### src/rtl/fifo_pkg.sv
// Shared helpers for the async FIFO pointer logic.
// Gray/binary conversion and the pointer width rule.
package fifo_pkg;

  // Pointers carry one extra bit to tell full from empty.
  function automatic int ptr_width(input int add_size);
    return add_size + 1;
  endfunction

  // Both helpers work on zero-extended values, so they serve
  // any pointer width up to 32 bits; callers truncate back.
  function automatic logic [31:0] bin2gray(
    input logic [31:0] b
  );
    return b ^ (b >> 1);
  endfunction

  function automatic logic [31:0] gray2bin(
    input logic [31:0] g
  );
    logic [31:0] b;
    b[31] = g[31];
    for (int i = 30; i >= 0; i--) begin
      b[i] = b[i+1] ^ g[i];
    end
    return b;
  endfunction

endpackage

### src/rtl/sync_r2w.sv
// Two-flop synchronizer for a Gray pointer.
// Ports: i_clk, i_rst (async high), i_d -> o_q (stage 2), o_q_next (stage 1).
module sync_r2w #(
  parameter int WIDTH = 5
) (
  input  logic             i_clk,
  input  logic             i_rst,
  input  logic [WIDTH-1:0] i_d,
  output logic [WIDTH-1:0] o_q,
  output logic [WIDTH-1:0] o_q_next
);

  logic [WIDTH-1:0] r_q1;
  logic [WIDTH-1:0] r_q2;

  always_ff @(posedge i_clk or posedge i_rst) begin
    if (i_rst) begin
      r_q1 <= '0;
      r_q2 <= '0;
    end else begin
      r_q1 <= i_d;
      r_q2 <= r_q1;
    end
  end

  assign o_q      = r_q2;
  assign o_q_next = r_q1;

endmodule

### src/rtl/fifo_wptr_full.sv
// Write-side pointer, full/almost-full and fill level.
// Ports: wr_clk, wr_rst, wr_inc, rd_gray_ptr in; wr_addr, wr_gray_ptr, full, almost_full, wr_level out.
module fifo_wptr_full
  import fifo_pkg::*;
#(
  parameter int add_size     = 4,
  parameter int afull_margin = 2
) (
  input  logic              wr_clk,
  input  logic              wr_rst,
  input  logic              wr_inc,
  input  logic [add_size:0] rd_gray_ptr,
  output logic [add_size-1:0] wr_addr,
  output logic [add_size:0] wr_gray_ptr,
  output logic              full,
  output logic              almost_full,
  output logic [add_size:0] wr_level
);

  localparam int PW    = ptr_width(add_size);
  localparam int DEPTH = 1 << add_size;
  localparam logic [PW-1:0] AFULL_TH =
    PW'(DEPTH - afull_margin);

  logic [PW-1:0] r_wbin;
  logic [PW-1:0] r_wgray;
  logic [PW-1:0] r_level;
  logic          r_full;
  logic          r_afull;

  logic [PW-1:0] w_rq2;
  logic [PW-1:0] w_rq2_next;
  logic          w_accept;
  logic [PW-1:0] w_wbin_next;
  logic [PW-1:0] w_wgray_next;
  logic [PW-1:0] w_rbin_next;
  logic [PW-1:0] w_level_next;
  logic          w_full_next;
  logic          w_afull_next;
  logic          w_unused_rq2;

  sync_r2w #(
    .WIDTH(PW)
  ) u_sync (
    .i_clk   (wr_clk),
    .i_rst   (wr_rst),
    .i_d     (rd_gray_ptr),
    .o_q     (w_rq2),
    .o_q_next(w_rq2_next)
  );

  // Stage 2 itself feeds nothing here; the status flops
  // below load from the value stage 2 takes on this edge.
  assign w_unused_rq2 = ^w_rq2;

  assign w_accept    = wr_inc & ~r_full;
  assign w_wbin_next = r_wbin + PW'(w_accept);
  assign w_wgray_next =
    PW'(bin2gray(32'(w_wbin_next)));

  // Status is judged against the read pointer stage 2 is
  // loading now, so it moves on the same edge as rq2.
  assign w_rbin_next =
    PW'(gray2bin(32'(w_rq2_next)));
  assign w_level_next = w_wbin_next - w_rbin_next;

  // Full: Gray pointers differ only in the top two bits.
  assign w_full_next = (w_wgray_next ==
    {~w_rq2_next[PW-1:PW-2], w_rq2_next[PW-3:0]});
  assign w_afull_next = (w_level_next >= AFULL_TH);

  always_ff @(posedge wr_clk or posedge wr_rst) begin
    if (wr_rst) begin
      r_wbin  <= '0;
      r_wgray <= '0;
      r_level <= '0;
      r_full  <= 1'b0;
      r_afull <= 1'b0;
    end else begin
      r_wbin  <= w_wbin_next;
      r_wgray <= w_wgray_next;
      r_level <= w_level_next;
      r_full  <= w_full_next;
      r_afull <= w_afull_next;
    end
  end

  assign wr_addr     = r_wbin[add_size-1:0];
  assign wr_gray_ptr = r_wgray;
  assign wr_level    = r_level;
  assign full        = r_full;
  assign almost_full = r_afull;

endmodule

### config.mk
export PLATFORM = sky130hd
export DESIGN_NAME = fifo_wptr_full
export DESIGN_NICKNAME = d
export VERILOG_FILES = /design/src/rtl/fifo_pkg.sv /design/src/rtl/sync_r2w.sv /design/src/rtl/fifo_wptr_full.sv
export SDC_FILE = /design/constraint.sdc
export NUM_CORES = 1
export LEC_CHECK = 0
export BUFFER_PORTS_ARGS = -buffer_cell sky130_fd_sc_hd__buf_4
export CAP_MARGIN = 40
export CORE_ASPECT_RATIO = 0.9
export CORE_MARGIN = 2
export CORE_UTILIZATION = 52
export CTS_CLUSTER_SIZE = 24
export DETAILED_ROUTE_END_ITERATION = 7
export GPL_TIMING_DRIVEN = 0
export PLACE_DENSITY = 0.77
export SKIP_CTS_REPAIR_TIMING = 1
export SLEW_MARGIN = 20
export SYNTH_ARGS = -nofsm -noshare
export SYNTH_HDL_FRONTEND = slang
export SYNTH_SLANG_ARGS = --single-unit
export TNS_END_PERCENT = 100
### constraint.sdc
create_clock -name wr_clk -period 2.6 [get_ports wr_clk]
set_input_delay 0.13 -clock wr_clk [delete_from_list [all_inputs] [get_ports wr_clk]]
set_output_delay 0.13 -clock wr_clk [all_outputs]
set_load 0.05 [all_outputs]
Word-level counts from Yosys, hierarchy flattened --
Cells that the tools add are included.
Cells by class: equality and inequality tests 1, bitwise operators 8, add/sub/neg operators 2, magnitude comparators 1
Operators by type and width (number):
- 5-bit by 1-bit adder with 5-bit output | 1
- 5-bit == test | 1
- 5-bit by 4-bit greater-or-equal comparator with 1-bit output (second input constant) | 1
- 5-bit subtractor | 1
- 5-bit by 4-bit XOR with 5-bit output | 1
- 1-bit XOR | 4
- 2-bit inverter | 1
- 1-bit bitwise AND | 1
- 1-bit inverter | 1
Word-level totals: output and inout bits 16, input port bits 8, register bits after elaboration 22

Logic depth before layout (Yosys ltp) --
depth after elaboration 6, mapped depth 10

By module --
From an unflattened synthesis, not the netlist that was laid out.
Second synthesis, totals: cell total of the unflattened synthesis 96, area, all modules 1196.1 µm²
Modules (own cells, without submodules):
- fifo_wptr_full | area each 942.2 µm², cells each 85, sequential area each 400.4 µm², instances 1
- sync_r2w | area each 254.0 µm², cells each 11, sequential area each 250.2 µm², instances 1

Least setup slack after synthesis --
No wires, ideal clock.
kind register to register, start point register r_full (netlist: full), end point register r_afull (netlist: almost_full), path slack 0.014 ns, required time 2.459 ns, cell stages (with the launch flop) 10, arrival 2.445 ns, path through dfrtp_1 > nor2b_1 > ha_1 > xnor2_1 > inv_1 > ha_1 > nor2b_1 > o21ai_0 > nor3b_1 > o311ai_1
On the way: word-level cells in the longest chain between the ends 5
Ends and longest elaborated chain:
- from (decl) | line fifo_wptr_full.sv:28 | logic r_full;
- from (signal assigned) | line fifo_wptr_full.sv:83 | r_full <= w_full_next;
- 1-bit inverter | line fifo_wptr_full.sv:56 | assign w_accept = wr_inc & ~r_full;
- 1-bit bitwise AND | line fifo_wptr_full.sv:56
- 5-bit by 1-bit adder with 5-bit output | line fifo_wptr_full.sv:57 | assign w_wbin_next = r_wbin + PW'(w_accept);
- named net w_wbin_next[1] | line fifo_wptr_full.sv:34 | logic [PW-1:0] w_wbin_next;
- 5-bit subtractor | line fifo_wptr_full.sv:65 | assign w_level_next = w_wbin_next - w_rbin_next;
- 5-bit by 4-bit greater-or-equal comparator with 1-bit output | line fifo_wptr_full.sv:70 | assign w_afull_next = (w_level_next >= AFULL_TH);
- named net w_afull_next | line fifo_wptr_full.sv:39 | logic w_afull_next;
- to (signal assigned) | line fifo_wptr_full.sv:84 | r_afull <= w_afull_next;
- to (decl) | line fifo_wptr_full.sv:29 | logic r_afull;
The timed path passes the listed nets, and every way through them passes these cells.

Final worst setup path --
start point register u_sync.r_q1[3] (netlist: u_sync.o_q_next[3]), end point register r_afull (netlist: almost_full)
On the way: word-level cells in the longest chain between the ends 6
Ends and longest elaborated chain:
- from (decl) | line sync_r2w.sv:13 | logic [WIDTH-1:0] r_q1;
- from (signal assigned) | line sync_r2w.sv:21 | r_q1 <= i_d;
- 1-bit XOR (*) | line fifo_pkg.sv:24 | b[i] = b[i+1] ^ g[i];
- 1-bit XOR (3 in series) | line fifo_pkg.sv:24
- 5-bit subtractor (*) | line fifo_wptr_full.sv:65
- 5-bit by 4-bit greater-or-equal comparator with 1-bit output (*) | line fifo_wptr_full.sv:70
- named net w_afull_next | line fifo_wptr_full.sv:39
The timed path passes the listed nets; every way through them passes the cells marked *.

==> metrics.yaml <==
result_of_the_run: "completed"
crit_path_buf_inv_count: 0
synthesis.nets: 100
synth.ff_latch_count: 21
grt-ovfl-total: 0
number_of_placement_rows: 15
critPathTopFamily: "XOR/XNOR gates"
vias_per_cell: 4.98
min_path_type: "input port to flop"
synth_edf_count: 0
setup_violations: 0
worst_setup_path_end_kind: "flop"
num_io_pins: 24
syn_area_cell_um2: 12.7
cp_cell_sequence: "xnor2_2, xor2_2, xor2_1, xnor2_1, ha_2, fa_2, nand2b_1, a21boi_2, or3_4, o311ai_1"
grtUsageTotal: 0.164
route.final.wire_length_um: 1930
routabilityCongestion: 0.778
async_reset_ff_frac: 1.00
cts_root_buf: "sky130_fd_sc_hd__clkbuf_4"
share_of_layout_cells_above_drive_strength_1: 0.395
worst_path_max_delay_cell: "sky130_fd_sc_hd__dfrtp_1"
final.period_utilization: 0.955
drv_slew: 0
largest_buffer_count_on_any_clock_path: 2
yosys.cell_types.count: 30
cp_data_required_time_ns: 2.77
placedInstanceArea_um2: 1290
grt_first_pass_wirelength_um: 2850
drv_cap: 0
critical-path-max-stage-delay_ns: 0.42
via_count: 742
setup.worst_path.class: "flop to flop"
detailed_place_hpwl_um: 1290
die_area_um2: 2460
number_of_global_route_vias_before_repair: 643
most_frequent_cells_after_synthesis: "sky130_fd_sc_hd__dfrtp_1, sky130_fd_sc_hd__xnor2_1, sky130_fd_sc_hd__inv_1"
initial_antenna_violation_count: 0
max-slew-margin-rel: 0.770
finalClockSkew_ns: 0.00442
timing.final.hold_violations: 0
worst_r2r_setup_slack_ns: 0.12
grt_start_max_net_pins: 22
yosys-top-cells-area: "sky130_fd_sc_hd__dfrtp_1, sky130_fd_sc_hd__xnor2_1, sky130_fd_sc_hd__ha_1"
worst_setup_path_start_kind: "flop"
yosys.area.top_type: "sky130_fd_sc_hd__dfrtp_1"
accumulated_negative_setup_slack_ns: 0
dr_iter_0_viols: 6
synth.yosys.warnings: 0
initial_utilization: 0.560
wl_per_cell_um: 12.9
cts-htree-levels: 1
seq_area_frac_synth: 0.486
final_area_um2: 1470
period_needed_ns: 2.48
syn2layout_area_growth_pct: 36.0
tritoncts: "yes"
ys.flop_type: "sky130_fd_sc_hd__dfrtp_1"
cp_data_arrival_time_ns: 2.65
path_clk_slew_ns: 0.11
detail-route-antenna-nets: 0
post_route_drc: 0
syn_inst: 85
die_w_um: 52.1
critical_path.max_fanout: 2
dieHeight_um: 47.3
core-area_um2: 1930
num_antenna_cells: 0
max_clock_freq_mhz: 403
tritoncts.num_buffers: 3
num-nets-final: 140
cts.sinks: 21
first_pass_iters: 4
clkLatencyLatePin_ns: 0.30
synth_most_common_cell: "sky130_fd_sc_hd__dfrtp_1"
port_buffers: 23
tightest_slew_ns: 0.342
post_synth_instance_area_um2: 1080
top_cell_type_s_share_of_synthesized_area: 0.486
[state kept, by name, summed over array words and instances, names as in the netlist]
name / count
almost_full: 1
full: 1
r_wbin: 5
u_sync.o_q_next: 5
wr_gray_ptr: 4
wr_level: 5
[metrics by stage]
stage	utilization	instances	worst slack (ns)	hold WS [ns]
2_1_floorplan	-	85	0.0143	0.107
3_3_place_gp	0.665	133	0.00102	0.239
3_5_place_dp	0.665	133	-0.0471	0.241
4_1_cts	0.679	137	-0.0840	-0.0805
5_1_grt	0.761	149	-0.0983	0.360
6_report	0.761	149	0.117	0.348
[per-layer routing]
metal  track usage  vias to the layer above  part of all wire
li1              -                      353                 -
met1         0.212                      355              0.42
met2         0.268                       25              0.49
met3        0.0287                        9             0.054
met4        0.0895                        0             0.030
met5             0                        -                 0
[worst paths after layout]
check	from	to	depth (start not counted)
max in group asynchronous	wr_rst	wr_gray_ptr[0]	4
worst max register to register	u_sync.o_q_next[3]	almost_full	10
worst max-delay path	u_sync.o_q_next[3]	almost_full	10
min in group asynchronous	wr_rst	r_wbin[2]	4
worst min register to register	r_wbin[4]	wr_gray_ptr[3]	1
worst min-delay path	wr_inc	r_wbin[0]	3
[worst min-delay path: stages]
cell and delay, ns:
sky130_fd_sc_hd__buf_4 0.07, sky130_fd_sc_hd__nor2b_1 0.18, sky130_fd_sc_hd__ha_2 0.23
[cells in the final DEF (no fill, tap or decap)]
master and n:
sky130_fd_sc_hd__fa_2 1, sky130_fd_sc_hd__a311oi_2 1, sky130_fd_sc_hd__clkbuf_4 3, sky130_fd_sc_hd__xor2_2 2, sky130_fd_sc_hd__dlygate4sd3_1 6, sky130_fd_sc_hd__buf_6 1, sky130_fd_sc_hd__nor4_2 1, sky130_fd_sc_hd__ha_1 3
sky130_fd_sc_hd__xnor3_1 1, sky130_fd_sc_hd__buf_4 28, sky130_fd_sc_hd__o311ai_1 1, sky130_fd_sc_hd__or3_4 1, sky130_fd_sc_hd__and4b_1 1, sky130_fd_sc_hd__o21ai_0 2, sky130_fd_sc_hd__nor3b_2 1, sky130_fd_sc_hd__a21boi_2 1
sky130_fd_sc_hd__a21oi_1 1, sky130_fd_sc_hd__nand2b_1 1, sky130_fd_sc_hd__inv_1 9, sky130_fd_sc_hd__nand3_1 1, sky130_fd_sc_hd__xnor2_1 11, sky130_fd_sc_hd__nand2_1 3, sky130_fd_sc_hd__xor2_1 3, sky130_fd_sc_hd__or2b_1 1
sky130_fd_sc_hd__a21boi_0 1, sky130_fd_sc_hd__a2bb2oi_1 1, sky130_fd_sc_hd__and2b_1 1, sky130_fd_sc_hd__xnor2_2 3, sky130_fd_sc_hd__nor2_1 1, sky130_fd_sc_hd__nor2b_1 3, sky130_fd_sc_hd__clkbuf_1 1, sky130_fd_sc_hd__xor3_2 1
sky130_fd_sc_hd__o211ai_1 1, sky130_fd_sc_hd__nand4_1 1, sky130_fd_sc_hd__ha_2 3, sky130_fd_sc_hd__dfrtp_1 21, sky130_fd_sc_hd__buf_8 2
[logic make-up (layout without fill, tap and decap cells)]
| group | after synthesis | count (layout) | synth area share |
|---|---|---|---|
| AO/OA/AOI/OAI | 9 | 9 | 0.0647 |
| AND/OR/NAND/NOR | 16 | 16 | 0.0948 |
| adder cells (fa/ha/maj) | 7 | 7 | 0.0879 |
| XOR/XNOR | 21 | 21 | 0.212 |
| buffers and inverters | 11 | 50 | 0.0555 |
| flip-flops | 21 | 21 | 0.486 |
[layout make-up]
type                       count  area (um2)
tap                           25        31.3
inverter                       9        33.8
sequential                    21         526
multi-input combinational     53         543
fill                         129         462
clock buffer                   4        26.3
timing repair buffer          35         285
buffer                         2        26.3
Power is not shown: default switching activity piles up to over one toggle a cycle in this logic, so the estimate is an artifact.
